[src/rtl/branch_redirect_ctrl_pkg.sv]
// Shared types for the branch/exception redirect controller.
// Holds the FSM state, redirect source and address types used by the top and its counter.
package branch_redirect_ctrl_pkg;

    localparam int ADDR_W = 32;
    localparam int CNT_W  = 16;

    typedef logic [ADDR_W-1:0] addr_t;

    typedef enum logic [1:0] {
        IDLE,
        WAIT_DS,
        REDIRECT
    } redirect_state_t;

    typedef enum logic {
        SRC_BRANCH,
        SRC_EXC
    } redirect_src_t;

endpackage

[src/rtl/branch_redirect_ctrl_perf_counter.sv]
// Free-running event counter with increment enable.
// Wraps naturally at its width.
module perf_counter #(
    parameter int WIDTH = 16
) (
    input  logic             clk,
    input  logic             resetn,
    input  logic             i_inc,
    output logic [WIDTH-1:0] o_count
);

    logic [WIDTH-1:0] r_count;

    always_ff @(posedge clk or negedge resetn) begin
        if (!resetn) begin
            r_count <= '0;
        end else if (i_inc) begin
            r_count <= r_count + {{(WIDTH-1){1'b0}}, 1'b1};
        end
    end

    assign o_count = r_count;

endmodule

[src/rtl/branch_redirect_ctrl.sv]
// Turns a mispredicted branch (after its delay slot) or a commit-stage exception into a
// single registered redirect request to fetch, and counts completed branch redirects.
module branch_redirect_ctrl
    import branch_redirect_ctrl_pkg::*;
(
    input  logic             clk,
    input  logic             resetn,
    input  logic             bru_valid,
    input  logic             bru_fail,
    input  logic             bru_adel,
    input  addr_t            bru_recover_pc,
    input  logic             ds_issued,
    input  logic             exc_valid,
    input  addr_t            exc_pc,
    input  logic             fetch_ready,
    output logic             redirect_valid,
    output addr_t            redirect_pc,
    output logic             flush_front,
    output logic             busy,
    output logic [CNT_W-1:0] mispredict_cnt
);

    redirect_state_t r_state;
    redirect_state_t w_stateNext;
    redirect_src_t   r_src;
    redirect_src_t   w_srcNext;
    addr_t           r_target;
    addr_t           w_targetNext;

    logic            r_redirectValid;
    logic            r_flushFront;
    logic            r_busy;
    addr_t           r_redirectPc;

    logic            w_branchAccept;
    logic            w_countInc;

    assign w_branchAccept = bru_valid & bru_fail & ~bru_adel;

    // An exception arriving on the handshake cycle replaces the branch redirect, so it is not counted.
    assign w_countInc = r_redirectValid & fetch_ready & ~exc_valid & (r_src == SRC_BRANCH);

    always_comb begin
        w_stateNext  = r_state;
        w_srcNext    = r_src;
        w_targetNext = r_target;
        if (exc_valid) begin
            w_stateNext  = REDIRECT;
            w_srcNext    = SRC_EXC;
            w_targetNext = exc_pc;
        end else begin
            case (r_state)
                IDLE: begin
                    if (w_branchAccept) begin
                        w_srcNext    = SRC_BRANCH;
                        w_targetNext = bru_recover_pc;
                        w_stateNext  = ds_issued ? REDIRECT : WAIT_DS;
                    end
                end
                WAIT_DS: begin
                    if (ds_issued) begin
                        w_stateNext = REDIRECT;
                    end
                end
                REDIRECT: begin
                    if (fetch_ready) begin
                        w_stateNext = IDLE;
                    end
                end
                default: begin
                    w_stateNext = IDLE;
                end
            endcase
        end
    end

    always_ff @(posedge clk or negedge resetn) begin
        if (!resetn) begin
            r_state  <= IDLE;
            r_src    <= SRC_BRANCH;
            r_target <= '0;
        end else begin
            r_state  <= w_stateNext;
            r_src    <= w_srcNext;
            r_target <= w_targetNext;
        end
    end

    // Outputs are registered from the next state so they line up with the state register.
    always_ff @(posedge clk or negedge resetn) begin
        if (!resetn) begin
            r_redirectValid <= 1'b0;
            r_flushFront    <= 1'b0;
            r_busy          <= 1'b0;
            r_redirectPc    <= '0;
        end else begin
            r_redirectValid <= (w_stateNext == REDIRECT);
            r_flushFront    <= (w_stateNext == REDIRECT);
            r_busy          <= (w_stateNext != IDLE);
            if (w_stateNext == REDIRECT) begin
                r_redirectPc <= w_targetNext;
            end
        end
    end

    perf_counter #(
        .WIDTH (CNT_W)
    ) u_counter (
        .clk     (clk),
        .resetn  (resetn),
        .i_inc   (w_countInc),
        .o_count (mispredict_cnt)
    );

    assign redirect_valid = r_redirectValid;
    assign redirect_pc    = r_redirectPc;
    assign flush_front    = r_flushFront;
    assign busy           = r_busy;

endmodule

[config.mk]
export PLATFORM = sky130hd
export DESIGN_NAME = branch_redirect_ctrl
export DESIGN_NICKNAME = d
export VERILOG_FILES = /design/src/rtl/branch_redirect_ctrl_pkg.sv /design/src/rtl/branch_redirect_ctrl_perf_counter.sv /design/src/rtl/branch_redirect_ctrl.sv
export SDC_FILE = /design/constraint.sdc
export NUM_CORES = 1
export LEC_CHECK = 0
export BUFFER_PORTS_ARGS = -buffer_cell sky130_fd_sc_hd__buf_2
export CORE_MARGIN = 2
export CORE_UTILIZATION = 41
export DETAILED_ROUTE_END_ITERATION = 7
export HOLD_SLACK_MARGIN = 0.05
export MAX_ROUTING_LAYER = met4
export PLACE_DENSITY = 0.67
export SLEW_MARGIN = 0
export SYNTH_ARGS = -nofsm -noshare
export SYNTH_HDL_FRONTEND = slang
export SYNTH_SLANG_ARGS = --single-unit
[constraint.sdc]
create_clock -name clk -period 3.5 [get_ports clk]
set_clock_uncertainty 0.05 [all_clocks]
set_input_delay 0.35 -clock clk [delete_from_list [all_inputs] [get_ports clk]]
set_output_delay 0.35 -clock clk [all_outputs]
set_load 0.02 [all_outputs]
Word-level counts from Yosys, hierarchy flattened
Cells that the tools add are included.
{"block": "word_totals", "register_bits": 85, "input_bits": 72, "output_inout_bits": 51, "word_cells": 36}
{"block": "op_classes", "add_sub_neg": 1, "n_eq_ne": 3, "muxes": 12, "n_bitwise": 8, "n_reduce_logical": 5}
{"cell": "32-bit two-way mux", "n": 3}
{"cell": "16-bit by 1-bit adder with 16-bit output, second input constant", "n": 1}
{"cell": "2-bit two-way mux", "n": 5}
{"cell": "2-bit one-hot mux with 3 select lines", "n": 1}
{"cell": "2-bit nonzero test", "n": 3}
{"cell": "1-bit bitwise AND", "n": 5}
{"cell": "2-bit == test, second input constant", "n": 2}
{"cell": "1-bit two-way mux", "n": 3}
{"cell": "1-bit inverter", "n": 3}
{"cell": "2-bit by 1-bit == test with 1-bit output, second input constant", "n": 1}
{"cell": "2-bit zero test", "n": 1}
{"cell": "2-bit AND reduction", "n": 1}

Logic depth before layout (Yosys ltp)
Gate-level depths: netlist (run 1).
{"block": "logic_depth", "word_depth": 6, "depth_mapped": 6, "ltp_nobuf": 5}

Cells and area by module
From an unflattened synthesis (run 1), not the netlist that was laid out.
{"block": "hier_totals", "cells_unflattened": 325, "area_unflattened_um2": 3890.0}
{"mod": "branch_redirect_ctrl", "n_inst": 1, "cells_per_inst": 269, "area_per_inst_um2": 3194.3, "seq_area_each_um2": 1726.7}
{"mod": "perf_counter", "n_inst": 1, "cells_per_inst": 56, "area_per_inst_um2": 695.7, "seq_area_each_um2": 400.4}

Least setup slack after synthesis (run 1)
OpenSTA, ideal clock, no wires.
{"block": "synth_path", "path_type": "in2reg", "startpoint": "input bru_fail", "endpoint": "register r_redirectPc[10], in the netlist redirect_pc[10]", "setup_ps": 125, "t_arrival_ps": 1473, "required_ps": 3325, "setup_slack_ps": 1851, "path_stages": 6, "path_buffers": 2, "path_cell_list": "and3b_1 > buf_6 > o211ai_4 > o311ai_4 > buf_6 > mux2_4"}
{"block": "synth_via", "elab_chain_len": 6, "elab_cells_between_ends": 9, "cone_classes": "eq/ne (1); mux (6); bitwise (2)"}
{"item": "from (decl)", "line": "branch_redirect_ctrl.sv:9", "text": "input logic bru_fail,"}
{"item": "1-bit bitwise AND (*) (2 in series)", "line": "branch_redirect_ctrl.sv:38", "text": "assign w_branchAccept = bru_valid & bru_fail & ~bru_adel;"}
{"item": "2-bit two-way mux", "line": "branch_redirect_ctrl.sv:54", "text": "if (w_branchAccept) begin"}
{"item": "2-bit one-hot mux with 3 select lines", "line": "branch_redirect_ctrl.sv:52", "text": "case (r_state)"}
{"item": "2-bit two-way mux", "line": "branch_redirect_ctrl.sv:47", "text": "if (exc_valid) begin"}
{"item": "2-bit == test", "line": "branch_redirect_ctrl.sv:100", "text": "if (w_stateNext == REDIRECT) begin"}
{"item": "to (signal assigned)", "line": "branch_redirect_ctrl.sv:101", "text": "r_redirectPc <= w_targetNext;"}
{"item": "to (decl)", "line": "branch_redirect_ctrl.sv:33", "text": "addr_t r_redirectPc;"}
Mark *: on every way between the ends. The rest lies on a longest branch, timed or not.
A chain may end at the register's enable or synchronous reset.

Final worst setup path (run 1)
{"block": "layout_path", "startpoint": "register r_state[0]", "endpoint": "register r_redirectPc[7], in the netlist redirect_pc[7]"}
{"block": "layout_via", "elab_cells_between_ends": 11, "cone_classes": "eq/ne (3); mux (7); reduce/logical (1)"}
{"item": "from (decl)", "line": "branch_redirect_ctrl.sv:23", "text": "redirect_state_t r_state;"}
{"item": "from (signal assigned)", "line": "branch_redirect_ctrl.sv:83", "text": "r_state <= w_stateNext;"}
{"item": "2-bit zero test", "line": "branch_redirect_ctrl.sv:52"}
{"item": "32-bit two-way mux", "line": "branch_redirect_ctrl.sv:52"}
{"item": "32-bit two-way mux", "line": "branch_redirect_ctrl.sv:47"}
{"item": "via w_targetNext[7]", "line": "branch_redirect_ctrl.sv:28", "text": "addr_t w_targetNext;"}
The timed path passes the listed nets, and every way through them passes these cells.

==> qor.txt, run 1 <==
Outcome - complete, no violations
CP Capture Type - register
Grt total ovfl - 0
Leakage power - 2.230 nW
Yosys reg bits - 85
Clock power share - 0.337
DRT iter0 DRCs - 104
Drt drc - 0
Commonest cells post-synth - dfrtp_1 (85), a31oi_1 (32), o21ai_0 (32)
Number of CTS-inserted buffers - 9
Synth-to-Final Area Change - 23.16%
Logic pwr share - 0.192
Max Clock Freq - 501.7 MHz
WL final - 9033 um
Vias per cell - 5.465
Fillers - 812
CTS sink cnt - 85
Ant diodes - 0
Gate Count Post-Synth - 296
Endpoints failing hold - 0
H-tree Lvls - 3
R2r startpoint - r_state[0]
Switch Pwr - 651.2 uW
CTS Buffer Depth - 2
Hold Path Class - in2async
Switching share of power - 0.2701
Initial antenna violation count - 0
Final-report setup violation count - 0
Final period utilization - 0.5695
Post-Synthesis Net Count - 369
Pwr/cell area - 510.5 nW/um^2
Fin util - 0.5161
Initial core utilization - 0.4190
Detailed-route wire length per cell - 17.21 um
Vias in the first global route - 2,856
Critical path type - reg2reg
Critical-path maximum fanout - 22
Async set-reset flop share out of synthesis - 1.000
Remaining antenna violation count after routing - 0
Worst slew margin - 0.2762
Die H - 100.7 um
First-pass GRT wire length - 14,340 um
Post-synth top flop - dfrtp_1
Pint - 1.760 mW
Share of layout cells above drive strength 1 - 0.4517
Die area - 10,140 sq um
Total core area - 9153 sq um
Max VDD drop - 0.1988 mV
Postcts setup bufs - 0
Post-synth EDFFs - 0
Setup_tns - 0 ns
Die W - 100.7 um
Post-synth top area share - 0.5546
Area contributors post-synth - dfrtp_1 (55%), mux2_4 (11%), a2bb2oi_1 (5.9%), a31oi_1 (5.2%), o21ai_0 (4.2%)
R2R Path End - redirect_pc[7]
Max Transition Viols Final - 0
Fin crit period - 1.993 ns
Worst r2r path cells - 5
Sequential Power Share - 0.472
Synth Warn # - 0
Avg Synthesized Cell Area - 12.96 sq um
Mapped Area - 3835 sq um
Dpl hpwl - 5748 um
CP Launch Type - register
Count leader, synth - dfrtp_1
Unique masters post-synth - 34
Row cnt - 35
Sequential-to-total area share from yosys stat - 0.5546
DP Area - 4494 sq um
CP Data Arrival Time - 2.23 ns
Number of max-cap violations - 0
Unrepaired setup endpoints after global routing - no
Final net count - 483
PortBufs - 122
Hold buffer count at CTS - 0
Slack of the worst reg-to-reg path - 1.51 ns
Final Cell Area - 4723 sq um
CP required - 3.74 ns
Routed via count - 2,869
Largest net degree at the start of global routing - 86
Global placer's final weighted congestion - 0.8169
Cts repair resizes - 0
GRT Util Overall - 0.1867
Area leader, netlist - dfrtp_1
Clk slew on worst S/H paths - 0.08 ns
CTS tree - done
Worst skew pair latency - 0.35 ns
Root buffer cell - clkbuf_8
Top Ports - 123
Slew @ Worst Pin - 1.086 ns
DRT Pass-1 Iters - 4
[registers in the layout, summed over array words and instances (netlist names)]
name               count
r_src                  1
u_counter.o_count     16
flush_front            1
redirect_pc           32
r_state                2
busy                   1
r_target              32
[critical path, cell delays in order (launching register included)]
cell and delay (ns):
dfrtp_1 0.49, nor2_2 0.46, buf_4 0.37, a31oi_1 0.12, a2bb2oi_1 0.25, mux2_4 0.19
[power by group through the flow]
stage	Sequential, mW	Clock (mW)	Combinational, mW
final	1.14	0.812	0.462
after global routing	1.15	0.871	0.500
after CTS	1.14	0.833	0.468
after detailed placement	1.15	0	0.468
after global placement	1.15	0	0.459
after floorplan	1.22	0	0.224
[cell type report]
cell class / count / area [sq um] / share of cell area
clock buffers: 11 / 131.4 / 0.02781
clock inverters: 4 / 97.59 / 0.02066
inverters: 3 / 11.26 / 0.002384
multi-input cells: 184 / 1567 / 0.3317
flip-flops and latches: 85 / 2127 / 0.4503
well taps: 111 / 138.9 / 0.02940
repair buffers: 127 / 650.6 / 0.1377
[layer usage]
layer,GRT usage,routed length [um],part of all wire,vias to the layer above
met5,-,0,0,-
met4,0.04742,92,0.010,0
met3,0.03953,428,0.047,11
met1,0.2516,4177,0.46,1444
met2,0.2897,4335,0.48,80
li1,-,-,-,1334
[stage by stage]
step / power [mW] / std cells / hold slack [ns] / setup slack (ns)
after floorplan: 1.447 / 296 / 0.004409 / 1.851
after global placement: 1.613 / 510 / 0.4095 / 1.290
after detailed placement: 1.621 / 510 / 0.4207 / 1.244
after CTS: 2.438 / 525 / 0.1695 / 1.503
after global routing: 2.521 / 525 / 0.1746 / 1.386
final: 2.411 / 525 / 0.1090 / 1.507
[cells in the final DEF, fill, tap and decap left out, drive strengths merged, types with 2 or more instances in the layout]
cell     instances
a2bb2oi         31
buf            127
nor2             5
o21ai           34
clkbuf          11
mux2            32
dfrtp           85
nor4             2
xnor2           11
xor2             4
nand3            8
nand4            4
or2              3
nand2            8
o311ai           2
inv              3
a31oi           32
bufinv           3
[how the worst max path moves through the flow]
stage	startpoint	end	slack [ns]	cells after the start
after floorplan	bru_fail	redirect_pc[10]	1.85	6
after global placement	exc_valid	redirect_pc[31]	1.29	5
after detailed placement	exc_valid	redirect_pc[31]	1.24	5
after CTS	r_state[0]	redirect_pc[7]	1.50	5
after global routing	r_state[0]	redirect_pc[8]	1.39	5
final	r_state[0]	redirect_pc[7]	1.51	5
[kinds of logic after synthesis]
kind of cell | share of synthesized area
flip-flops | 0.5546
adder cells (fa/ha/maj) | 0.003262
AO/OA/AOI/OAI | 0.1902
AND/OR/NAND/NOR | 0.05873
XOR/XNOR | 0.03426
multiplexers | 0.1214
buffers and inverters | 0.03752
No activity file was read; power rests on OpenSTA's default activity.
==> run 2, diff against run 1 <==
- ABC_AREA: default -> 1
- PLACE_DENSITY: 0.67 -> 0.68
- clock period: 3.5 -> 1.6 ns (I/O delays scaled with it)
==> run 2 against run 1 <==
Effect of this change: count of clock-buffer cells in the layout did not move; flip-flop and latch count is the same; worst setup slack worse by 1.4 ns; non-clock buffer count grew 12; total power rose by 110%; via count rose by 33%; register-to-register slack got worse by 1.3 ns; critical endpoint is now redirect_pc[27]; largest cell class unchanged.
==> qor.txt, run 2 <==
Final net count - 708 (+47%)
Setup_tns - 0 ns (unchanged)
Final-report setup violation count - 0 (unchanged)
Synth Warn # - 0 (unchanged)
Grt total ovfl - 0 (unchanged)
Die area - 11,020 sq um (+8.6%)
Leakage power - 2.626 nW (+18%)
Dpl hpwl - 7002 um (+22%)
Pwr/cell area - 985.0 nW/um^2 (+93%)
Met2 Usage GRT - 0.3061 (+0.01638)
Share of layout cells above drive strength 1 - 0.3000 (-0.1517)
Global routing's busiest layer - met2
Count leader, synth - nand2_1
Total core area - 9819 sq um (+7.3%)
Outcome - complete, no violations
Unique masters post-synth - 22 (-35%)
CP Data Arrival Time - 1.70 ns (-0.53 ns)
Detailed-route wire length per cell - 13.09 um (-24%)
Postcts setup bufs - 0 (unchanged)
Largest net degree at the start of global routing - 58 (-33%)
Worst skew pair latency - 0.35 ns (about the same)
Synth-to-Final Area Change - 23.83%
Commonest cells after routing, fill and taps aside - nand2_1 (157), buf_2 (121), nand3_1 (106)
Fin worst setup slack - 0.09110 ns (-1.416 ns)
CP required - 1.79 ns (-1.95 ns)
Post-synth top flop - dfrtp_1
GRT Util Overall - 0.1960 (+0.009254)
Remaining antenna violation count after routing - 0 (unchanged)
First-pass GRT wire length - 16,870 um (+18%)
Met3 Use GR - 0.03244 (-0.007089)
CTS tree - done
Fin crit period - 1.509 ns
Sequential-to-total area share from yosys stat - 0.5090 (-0.04567)
Hold Path Class - in2reg
Commonest cells post-synth - nand2_1 (157), nand3_1 (106), dfrtp_1 (85)
Avg Synthesized Cell Area - 8.178 sq um (-37%)
CTS sink cnt - 85 (unchanged)
Initial antenna violation count - 0 (unchanged)
Yosys reg bits - 85 (unchanged)
Hold depth - 3
PortBufs - 122 (unchanged)
CP Capture Type - register
Area leader, netlist - dfrtp_1
Final Total Pwr - 5.097 mW (+110%)
Slew @ Worst Pin - 0.4281 ns (-0.6576 ns)
Hold_ws - 0.06574 ns (-0.04321 ns)
CP Launch Type - primary input
Commonest non-fill, non-tap cell in the layout - nand2_1
Max VDD drop - 0.4850 mV (+140%)
WL final - 10,120 um (+12%)
Drt drc - 0 (unchanged)
Top Ports - 123 (unchanged)
Final period utilization - 0.9431
Die W - 105.0 um (+4.2%)
Global placer's final weighted congestion - 0.8524 (+4.3%)
Initial core utilization - 0.4256 (+0.006584)
Endpoints failing hold - 0 (unchanged)
Unrepaired setup endpoints after global routing - no
Vias per cell - 4.926 (-9.9%)
Worst r2r path cells - 6 (+1)
Place WS - 0.1198 ns (-1.125 ns)
Max Transition Viols Final - 0 (unchanged)
Routed via count - 3,808 (+33%)
Mapped Area - 4179 sq um (+9.0%)
Critical path type - in2reg
Area contributors post-synth - dfrtp_1 (51%), nand2_1 (14%), nand3_1 (13%), and2_1 (4.9%), or2_2 (4.8%)
Clk slew on worst S/H paths - 0.08 ns (about the same)
Row cnt - 36 (+2.9%)
DRT Pass-1 Iters - 4 (unchanged)
Number of CTS-inserted buffers - 9 (unchanged)
GR Layer Usage met1 - 0.2532 (+0.001609)
Gate Count Post-Synth - 511 (+73%)
DRT iter0 DRCs - 142 (+37%)
Post-synth EDFFs - 0 (unchanged)
CTS Buffer Depth - 2 (unchanged)
Max Clock Freq - 662.7 MHz
Async set-reset flop share out of synthesis - 1.000 (unchanged)
Die H - 105.0 um (+4.2%)
Post-synth top area share - 0.5090 (-0.04567)
Root buffer cell - clkbuf_8
Worst slew margin - 0.7146 (+0.4384)
Ant diodes - 0 (unchanged)
Number of max-cap violations - 0 (unchanged)
Fillers - 984 (+21%)
Critical-path maximum fanout - 43 (+95%)
H-tree Lvls - 3 (unchanged)
Post-Synthesis Net Count - 584 (+58%)
Vias in the first global route - 3,575 (+25%)
-- run 2: per-layer routing --
layer / vias up / wire length [um]
met1: 1805 / 4696
met2: 107 / 4732
met3: 18 / 470
met4: 0 / 222
li1: 1878 / -
met5: - / 0
-- run 2: timing repair --
action	CTS	global route
endpoints found under the hold margin	32	0
gates resized for setup	0	5
hold buffers	3	0
endpoints found under the setup margin	0	12
-- run 2: cell families after synthesis --
logic type                 Yosys count  share of synthesized area
adders and majority gates            1                   0.002994
and+or+nand+nor                    359                     0.4009
xor gates and xnor gates             6                    0.01257
DFF                                 85                     0.5090
buffers and inverters               50                    0.06198
AOI/OAI and AO/OA                   10                    0.01257
-- run 2: final timing paths --
kind / start / end / slack [ns]
worst max-delay path: exc_valid / redirect_pc[27] / 0.09
worst min-delay path: exc_pc[20] / r_target[20] / 0.07
worst max register to register: r_state[1] / redirect_pc[3] / 0.17
worst min register to register: r_src / r_src / 0.43
max in group asynchronous: resetn / u_counter.o_count[0] / 0.68
min in group asynchronous: resetn / redirect_pc[4] / 0.24
-- run 2: report_power, final --
group          internal [mW]  total (mW)  switching [mW]
logic                  0.440        1.13           0.690
clock network          0.649        1.43           0.779
registers               2.39        2.54           0.145
-- run 2: cell type report --
| type | instances | area, sq um | share of cell area |
|---|---|---|---|
| flip-flops and latches | 85 | 2128 | 0.4113 |
| multi-input cells | 376 | 1798 | 0.3474 |
| clock buffers | 11 | 151.4 | 0.02926 |
| inverters | 24 | 93.84 | 0.01813 |
| clock inverters | 5 | 35.03 | 0.006770 |
| repair buffers | 139 | 802.0 | 0.1550 |
| well taps | 133 | 166.4 | 0.03216 |
-- run 2: worst max-delay path: stages --
cell           delay [ns]
dlygate4sd3_1        0.55
buf_2                0.14
inv_2                0.12
buf_12               0.21
nand3_1              0.12
buf_4                0.22
nand3_1              0.11
nand2_1              0.07
-- run 2: through the flow --
| step | std cells | area, sq um | utilization |
|---|---|---|---|
| finish | 773 | 5175 | 0.5270 |
| global route | 773 | 5175 | 0.5270 |
| CTS | 773 | 5161 | 0.5256 |
| detailed placement | 754 | 4945 | 0.5036 |
| global placement | 754 | 4945 | 0.5036 |
| floorplan | 511 | 4179 | - |
